**src/rtl/effect_param_controller.sv**
```systemverilog
// effect_param_controller
//   Debounces the two board keys and steps a per-channel clock divisor up or down.
//   The divisor saturates at DIV_MIN and DIV_MAX. Each channel's effect rate,
//   CLK_HZ / divisor, is recomputed by one shared restoring divider.
//
// Ports
//   CLK        system clock, rising edge
//   RST_N      asynchronous active-low reset
//   key_up     raw key, active-low; a press lowers the divisor (raises the rate)
//   key_down   raw key, active-low; a press raises the divisor (lowers the rate)
//   SW[3:0]    mode code; edits are accepted only when it equals SEL_CODE
//   SW[7:4]    channel select
//   SW[8]      effect enable (inverted and registered onto 'disabled')
//   disabled   registered ~SW[8]
//   frequency  NUM_CH packed rates; channel c is [c*FREQ_W +: FREQ_W]
//   busy       divider running or a channel recompute pending
module effect_param_controller #(
    parameter int CLK_HZ   = 50000000,
    parameter int NUM_CH   = 4,
    parameter int DIV_W    = 16,
    parameter int FREQ_W   = 32,
    parameter int DIV_INIT = 2560,
    parameter int DIV_STEP = 256,
    parameter int DIV_MIN  = 256,
    parameter int DIV_MAX  = 5120,
    parameter int DEBOUNCE = 50000,
    parameter int SEL_CODE = 2
) (
    input  logic                     CLK,
    input  logic                     RST_N,
    input  logic                     key_up,
    input  logic                     key_down,
    input  logic [9:0]               SW,
    output logic                     disabled,
    output logic [NUM_CH*FREQ_W-1:0] frequency,
    output logic                     busy
);

    localparam int CH_W  = (NUM_CH > 1) ? $clog2(NUM_CH) : 1;
    localparam int CNT_W = $clog2(DEBOUNCE + 1);
    localparam int BIT_W = $clog2(FREQ_W + 1);
    localparam int DW1   = DIV_W + 1;

    localparam logic [FREQ_W-1:0] DIVIDEND   = FREQ_W'(CLK_HZ);
    localparam logic [FREQ_W-1:0] FREQ_INIT  = FREQ_W'(CLK_HZ / DIV_INIT);
    localparam logic [DIV_W-1:0]  DIV_INIT_V = DIV_W'(DIV_INIT);
    localparam logic [DIV_W:0]    MIN_EXT    = DW1'(DIV_MIN);
    localparam logic [DIV_W:0]    MAX_EXT    = DW1'(DIV_MAX);
    localparam logic [DIV_W:0]    STEP_EXT   = DW1'(DIV_STEP);
    localparam logic [DIV_W:0]    MIN_PLUS   = DW1'(DIV_MIN + DIV_STEP);

    typedef enum logic [1:0] {S_IDLE, S_DIV, S_WB} state_t;

    // Key path: index 0 = key_up, index 1 = key_down.
    logic [1:0]       sync1_q, sync1_d, sync2_q, sync2_d;
    logic [1:0]       stable_q, stable_d, stable_prev_q, stable_prev_d;
    logic [1:0]       press_q, press_d;
    logic [CNT_W-1:0] db_cnt_q [2];
    logic [CNT_W-1:0] db_cnt_d [2];

    logic [3:0] sw_mode, sw_ch;
    logic       accept, ev_up, ev_dn;
    logic       unused_sw9;

    logic [DIV_W-1:0]  div_q  [NUM_CH];
    logic [DIV_W-1:0]  div_d  [NUM_CH];
    logic [FREQ_W-1:0] freq_q [NUM_CH];
    logic [FREQ_W-1:0] freq_d [NUM_CH];
    logic [NUM_CH-1:0] pend_q, pend_d, pend_set, pend_clr;
    logic [DIV_W:0]    cur, step_val;

    state_t            state_q, state_d;
    logic [CH_W-1:0]   sel_q, sel_d;
    logic [DIV_W-1:0]  dvsr_q, dvsr_d;
    logic [DIV_W-1:0]  rem_q, rem_d;
    logic [DIV_W:0]    rem_sh;
    logic [FREQ_W-1:0] quo_q, quo_d;
    logic [BIT_W-1:0]  bit_q, bit_d;
    logic              disabled_q, disabled_d;

    assign sw_mode    = SW[3:0];
    assign sw_ch      = SW[7:4];
    assign unused_sw9 = SW[9];
    assign accept     = (sw_mode == 4'(SEL_CODE)) && ({1'b0, sw_ch} < 5'(NUM_CH));
    // Simultaneous up and down presses cancel each other.
    assign ev_up      = press_q[0] & ~press_q[1] & accept;
    assign ev_dn      = press_q[1] & ~press_q[0] & accept;

    // Synchroniser and debouncer; the press pulse comes one cycle after the stable level falls.
    always_comb begin
        sync1_d       = {key_down, key_up};
        sync2_d       = sync1_q;
        stable_d      = stable_q;
        stable_prev_d = stable_q;
        for (int i = 0; i < 2; i++) begin
            db_cnt_d[i] = '0;
            if (sync2_q[i] != stable_q[i]) begin
                if (db_cnt_q[i] == CNT_W'(DEBOUNCE - 1)) begin
                    stable_d[i] = sync2_q[i];
                end else begin
                    db_cnt_d[i] = db_cnt_q[i] + 1'b1;
                end
            end
        end
        press_d    = stable_prev_q & ~stable_q;
        disabled_d = ~SW[8];
    end

    // Saturating divisor edit. The compare is done before subtracting so that
    // small divisors cannot wrap.
    always_comb begin
        div_d    = div_q;
        pend_set = '0;
        cur      = '0;
        step_val = '0;
        for (int c = 0; c < NUM_CH; c++) begin
            if ((ev_up || ev_dn) && (sw_ch == 4'(c))) begin
                cur = {1'b0, div_q[c]};
                if (ev_up) begin
                    step_val = (cur <= MIN_PLUS) ? MIN_EXT : cur - STEP_EXT;
                end else begin
                    step_val = (cur + STEP_EXT >= MAX_EXT) ? MAX_EXT : cur + STEP_EXT;
                end
                div_d[c]    = step_val[DIV_W-1:0];
                pend_set[c] = (step_val != cur);
            end
        end
    end

    // Divider FSM: pick the lowest pending channel, run FREQ_W restoring steps, write back.
    always_comb begin
        state_d  = state_q;
        sel_d    = sel_q;
        dvsr_d   = dvsr_q;
        rem_d    = rem_q;
        quo_d    = quo_q;
        bit_d    = bit_q;
        freq_d   = freq_q;
        pend_clr = '0;
        rem_sh   = '0;
        case (state_q)
            S_IDLE: begin
                if (|pend_q) begin
                    for (int c = NUM_CH - 1; c >= 0; c--) begin
                        if (pend_q[c]) begin
                            sel_d       = CH_W'(c);
                            dvsr_d      = div_q[c];
                            pend_clr    = '0;
                            pend_clr[c] = 1'b1;
                        end
                    end
                    rem_d   = '0;
                    quo_d   = DIVIDEND;
                    bit_d   = '0;
                    state_d = S_DIV;
                end
            end
            S_DIV: begin
                // The dividend shifts out of quo's MSB while quotient bits shift into its LSB.
                rem_sh = {rem_q, quo_q[FREQ_W-1]};
                if (rem_sh >= {1'b0, dvsr_q}) begin
                    rem_d = DIV_W'(rem_sh - {1'b0, dvsr_q});
                    quo_d = {quo_q[FREQ_W-2:0], 1'b1};
                end else begin
                    rem_d = rem_sh[DIV_W-1:0];
                    quo_d = {quo_q[FREQ_W-2:0], 1'b0};
                end
                bit_d = bit_q + 1'b1;
                if (bit_q == BIT_W'(FREQ_W - 1)) begin
                    state_d = S_WB;
                end
            end
            S_WB: begin
                for (int c = 0; c < NUM_CH; c++) begin
                    if (sel_q == CH_W'(c)) begin
                        freq_d[c] = quo_q;
                    end
                end
                state_d = S_IDLE;
            end
            default: state_d = S_IDLE;
        endcase
        // A new edit on the channel being latched re-arms its pending bit.
        pend_d = (pend_q & ~pend_clr) | pend_set;
    end

    always_ff @(posedge CLK or negedge RST_N) begin
        if (!RST_N) begin
            sync1_q       <= '1;
            sync2_q       <= '1;
            stable_q      <= '1;
            stable_prev_q <= '1;
            press_q       <= '0;
            db_cnt_q[0]   <= '0;
            db_cnt_q[1]   <= '0;
            for (int c = 0; c < NUM_CH; c++) begin
                div_q[c]  <= DIV_INIT_V;
                freq_q[c] <= FREQ_INIT;
            end
            pend_q     <= '0;
            state_q    <= S_IDLE;
            sel_q      <= '0;
            dvsr_q     <= '0;
            rem_q      <= '0;
            quo_q      <= '0;
            bit_q      <= '0;
            disabled_q <= 1'b1;
        end else begin
            sync1_q       <= sync1_d;
            sync2_q       <= sync2_d;
            stable_q      <= stable_d;
            stable_prev_q <= stable_prev_d;
            press_q       <= press_d;
            db_cnt_q[0]   <= db_cnt_d[0];
            db_cnt_q[1]   <= db_cnt_d[1];
            div_q         <= div_d;
            freq_q        <= freq_d;
            pend_q        <= pend_d;
            state_q       <= state_d;
            sel_q         <= sel_d;
            dvsr_q        <= dvsr_d;
            rem_q         <= rem_d;
            quo_q         <= quo_d;
            bit_q         <= bit_d;
            disabled_q    <= disabled_d;
        end
    end

    generate
        for (genvar g = 0; g < NUM_CH; g++) begin : g_freq_out
            assign frequency[g*FREQ_W +: FREQ_W] = freq_q[g];
        end
    endgenerate

    assign disabled = disabled_q;
    assign busy     = (state_q != S_IDLE) | (|pend_q);

endmodule
```
**config.mk**
```make
export PLATFORM = sky130hd
export DESIGN_NAME = effect_param_controller
export DESIGN_NICKNAME = d
export VERILOG_FILES = /design/src/rtl/effect_param_controller.sv
export SDC_FILE = /design/constraint.sdc
export NUM_CORES = 1
export LEC_CHECK = 0
export BUFFER_PORTS_ARGS = -buffer_cell sky130_fd_sc_hd__clkbuf_2
export CAP_MARGIN = 40
export CORE_MARGIN = 2
export CORE_UTILIZATION = 23
export CTS_CLUSTER_DIAMETER = 80
export DETAILED_ROUTE_END_ITERATION = 7
export GPL_TIMING_DRIVEN = 0
export SLEW_MARGIN = 40
export SYNTH_ARGS = -nofsm -noshare
export SYNTH_HDL_FRONTEND = slang
export SYNTH_SLANG_ARGS = --single-unit
export TNS_END_PERCENT = 1
```
**constraint.sdc**
```tcl
create_clock -name CLK -period 2.96 [get_ports CLK]
set_input_delay 0.148 -clock CLK [delete_from_list [all_inputs] [get_ports CLK]]
set_output_delay 0.148 -clock CLK [all_outputs]
set_load 0.01 [all_outputs]
```
; Word level (Yosys, flattened, before mapping)
; Cells that the tools add are included.
[word_totals]
ff_bits = 313
wordCells = 150
inputBits = 14
[op_classes]
addsub = 12
n_eq_ne = 20
mux = 49
reduce_logical = 22
magnitude_cmp = 10
bitwise_logic = 13
[op_table]
columns = cell, count
row1 = $mux W17, 16
row2 = $mux W16, 10
row3 = $add A16 B9 Y17 const B, 4
row4 = $ge A17 B13 Y1 const B, 4
row5 = $ne A17 B16 Y1, 4
row6 = $sub A16 B9 Y17 const B, 4
row7 = $le A16 B10 Y1 const B, 4
row8 = $pmux W32 S2, 1
row9 = $add A16 B1 Y16 const B, 2
row10 = $eq A16 B16 Y1 const B, 2
row11 = $mux W32, 1
row12 = $pmux W16 S2, 1
row13 = $mux W4, 6
row14 = $ge A17 B16 Y1, 1
row15 = $reduce_and A2 Y1, 8
row16 = $sub A16 B16 Y16, 1
row17 = $eq A4 B2 Y1 const B, 3
row18 = $mux W2, 6
row19 = $pmux W6 S2, 1
row20 = $add A6 B1 Y6 const B, 1
row21 = $eq A2 B2 Y1 const B, 3
row22 = $eq A6 B5 Y1 const B, 1
row23 = $mux W6, 1
row24 = $logic_and A1 B1 Y1, 5
row25 = 22 further kinds, 36

; Depth between registers and ports, before layout
[depth]
word_depth = 9
ltp_mapped = 10
depth_no_buf = 10

; Worst setup path after synthesis
; No wires, ideal clock.
[synth_timing]
path_kind = reg-to-reg
startpoint = register rem_q[9]
endpoint = register rem_q[11]
setup_time_ps = 126
stages_incl_launch_ff = 10
arrival_ps = 2232
period_less_slack_ps = 2359
n_path_buf = 1
setup_slack_ps = 601
cell_sequence = dfrtp_1 -> ha_1 -> and3_4 -> a221o_1 -> a21oi_4 -> o22ai_1 -> o21ai_2 -> buf_6 -> a211oi_1 -> a311o_1
[synth_between]
elab_chain_cells = 3
word_cells_on_any_way = 4
cone_classes = add/sub (1) / order compare (1) / mux (2)
[synth_rtl]
columns = item, line_no
row1 = start: declaration, 75  ; logic [DIV_W-1:0] rem_q, rem_d;
row2 = start signal: assignment, 222  ; rem_q <= rem_d;
row3 = $sub A16 B16 Y16 or $ge A17 B16 Y1 (tied branches), "162, 161"
row4 = $mux W16 *, 161  ; if (rem_sh >= {1'b0, dvsr_q}) begin
row5 = $pmux W16 S2 *, 141  ; case (state_q)
; Mark *: on every way between the ends. The rest lies on a longest branch, timed or not.
; A chain may end at the register's enable or synchronous reset.

; Worst setup path in the final report
[layout_timing]
startpoint = register div_q[56] (netlist bit)
endpoint = register div_q[54] (netlist bit)
[layout_between]
elab_chain_cells = 5
word_cells_on_any_way = 7
cone_classes = add/sub (1) / order compare (2) / mux (4)
[layout_rtl]
columns = item, line_no
row1 = start: declaration, 65  ; logic [DIV_W-1:0] div_q [NUM_CH];
row2 = start signal: assignment, 216  ; div_q <= div_d;
row3 = $add A16 B9 Y17, 122  ; step_val = (cur + STEP_EXT >= MAX_EXT) ? MAX_EXT : cur + STEP_EXT;
row4 = $ge A17 B13 Y1, 122
row5 = $mux W17, 122
row6 = $mux W17 *, 119  ; if (ev_up) begin
row7 = $mux W17 *, 117  ; if ((ev_up || ev_dn) && (sw_ch == 4'(c))) begin
; Mark *: on every way between the ends. The rest lies on a longest branch, timed or not. The select of a mux whose other input is x is not followed.

==> out/results.tsv <==
metric	value	unit
dpl-instance-area	0.0173	mm2
core	0.0659	mm2
critPathCaptureType	flip-flop	
maxSlewViolCount	0	
num_rows	94	
ir_worst_vdd	439	uV
netlist_area	0.0153	mm2
critPathMaxStageDelay	0.48	ns
post-synth-top-count-cell	dfrtp_1	
yosys.area_share.xor_xnor	2.57	%
max_clock_freq	371	MHz
synth_top_area_cell	dfrtp_1	
hold_ws	0.0987	ns
maxCapViolations	0	
multi_input_area	0.00699	mm2
final.min_clock_period	2.70	ns
seq_area	0.00789	mm2
drtAntennaViolNets	0	
grt-ovfl-total	0	
grt_busiest_layer	met2	
use_met3	1.80	%
synthAdderAreaFrac	2.66	%
fin_cells	2524	
placed_cells	2453	
grt_use_total	12.0	%
routed_wl	41900	um
rsz0062_at_grt	no	
route.detailed.drc	0	
clk_latency	0.55	ns
ys_seq_area_share	51.4	%
critical_path_class	flip-flop to flip-flop	
cts_tree	done	
syn_area_per_cell	10.6	um2
start_kind	flip-flop	
syn_nets	1490	
nets	1678	
async_flop_share	100	%
cts_buffers	37	
cts_sinks	313	
final_cell_area	0.0185	mm2
finalPower	8.98	mW
hp-class	input pin to flip-flop	
crit_fanout	10	
gp_congestion	0.854	
hpwl	30200	um
antenna_found_initial	0	
n_antenna_cell	0	
worstPathArrival	3.12	ns
drive_gt1_share	26.4	%
grt_max_degree	75	
dr.first_iter.drc_count	805	
start_util	23.3	%
ios	144	
tightest_slew	0.795	ns
root_buffer	clkbuf_16	
p_per_area	485	mW/mm2
grt_use_met1	16.0	%
grtUsageMet2	19.9	%
postCtsSetupRepairBufs	0	
n_fill_cell	6888	
p_leak	8.43	nW
ys_ff_latch	313	
worstPathRequired	3.38	ns
synthTopCellsByCount	268 x dfrtp_1, 139 x nor2_1, 129 x mux2_2	
synth_compound_area_share	13.1	%
grt_pass1_vias	11990	
dr_total_vias	11851	
synth_cell_types	91	
finClkSkew	0.0170	ns
port_buffers	141	
clkTransAtPathRegs	0.06	ns
yosys.area.top_type_share	43.7	%
min_period_over_period	91.1	%
status	finished clean	
dieArea	0.0688	mm2
hold_violations	0	
synthMuxAreaShare	11.5	%
die_y	262	um
path_cells	clkbuf_1 > inv_1 > ha_1 > or3b_2 > nor4_4 > nor3_4 > a21oi_4 > nand2_1 > and2_1	
synth_top_family_by_area	simple AND/OR/NAND/NOR gates	
slew_headroom	47.0	%
grt_pass1_wl	67400	um
viasPerCell	4.70	
synth_ff_type	dfrtp_1	
synth_area_leaders	dfrtp_1 44%, mux2_2 9.5%, dfstp_2 7.7%	
die_w	262	um
setup_viol	0	
clockBufferDepth	3	
drt_first_pass_iters	5	
netlist_instances	1444	
cpMaxStageDelayCell	or3b_2	
synth_enable_flop_cells	0	
ys_warn_count	0	
h-tree-depth	2	
syn_to_final_growth	20.8	%
synth-simple-area-share	15.7	%
routedWlPerCell	16.6	um
layout by cell type (no fill, tap or decap), types with 13 or more instances in the layout:
master | synthesis | routed
and2_1 | 33 | 33
nand2_1 | 108 | 108
a21oi_1 | 81 | 81
inv_1 | 38 | 38
buf_1 | 15 | 14
a211oi_1 | 27 | 27
a31oi_1 | 15 | 15
mux2i_1 | 29 | 29
mux2_2 | 129 | 129
xor2_1 | 23 | 23
clkbuf_16 | 0 | 37
clkbuf_2 | 0 | 142
o21ai_0 | 77 | 77
and3_1 | 22 | 22
nand3_1 | 40 | 40
clkbuf_1 | 48 | 56
nor3_1 | 19 | 18
ha_1 | 31 | 31
nor2b_1 | 16 | 16
dfstp_2 | 45 | 45
nor2_1 | 139 | 138
xnor2_1 | 22 | 22
dfrtp_1 | 268 | 268
nand4_1 | 13 | 13
cell type report:
| type | instances | share of cell area, % |
|---|---|---|
| Multi-Input combinational cell | 1014 | 37.7 |
| Clock buffer | 50 | 5.42 |
| Tap cell | 864 | 5.83 |
| Buffer | 79 | 1.85 |
| Inverter | 38 | 0.770 |
| Sequential cell | 313 | 42.6 |
| Timing Repair Buffer | 149 | 4.67 |
| Clock inverter | 17 | 1.13 |
path summary, 6_finish.rpt:
check,start,endpoint,depth (start not counted),slack (ns)
worst max-delay path,div_q[56],div_q[54],9,0.26
worst min-delay path,SW[4],div_q[57],4,0.1
worst max register to register,div_q[56],div_q[54],9,0.26
worst min register to register,sync1_q[0],sync2_q[0],0,0.36
max in group asynchronous,RST_N,disabled,4,1.72
min in group asynchronous,RST_N,div_q[28],2,0.12
worst max-delay path: cells and delay by family, from the launching register on:
| family | cells | cell delay (ns) |
|---|---|---|
| compound gates | 1 | 0.19 |
| fa+ha+maj | 1 | 0.19 |
| buf+inv | 2 | 0.45 |
| flops | 1 | 0.39 |
| simple gates | 5 | 1.35 |
metal layers:
| metal | up-vias | share of wire [%] |
|---|---|---|
| li1 | 5528 | - |
| met1 | 5995 | 46 |
| met2 | 271 | 48 |
| met3 | 57 | 4.1 |
| met4 | 0 | 2.4 |
| met5 | - | 0 |
cells by family (layout without fill, tap and decap cells):
kind of cell	after synthesis	in the layout
and+or+nand+nor	468	468
DFF	313	313
AOI/OAI and AO/OA	310	310
muxes	159	159
buffers and inverters	117	333
xor gates and xnor gates	45	45
adders and majority gates	32	32
flip-flops by register name, indices dropped and copies added (netlist names):
signal         count
quo_q             32
db_cnt_q          32
disabled           1
pend_q             4
stable_prev_q      2
sync1_q            2
press_q            2
sync2_q            2
dvsr_q            16
bit_q              6
frequency        128
rem_q             16
state_q            2
div_q             64
sel_q              2
stable_prev_d      2
power breakdown:
part           internal, mW  leakage, nW  total (mW)  switching [mW]
registers              4.30         4.06        4.30         0.00592
logic                0.0345         3.79       0.141           0.106
clock network          2.68        0.581        4.54            1.86
through the flow:
stage               worst slack (ns)  util (%)  TNS [ns]
floorplan                      0.601         -         0
global placement               -4.87      26.0  -1410.49
detailed placement             0.317      26.2         0
CTS                            0.276      28.1         0
global route                  0.0981      28.1         0
finish                         0.263      28.1         0
repair_timing:
action,in CTS,in global routing
endpoints found under the hold margin,156,0
gates resized for setup,0,0
hold buffers,4,0
(Power assumes the default switching activity.)
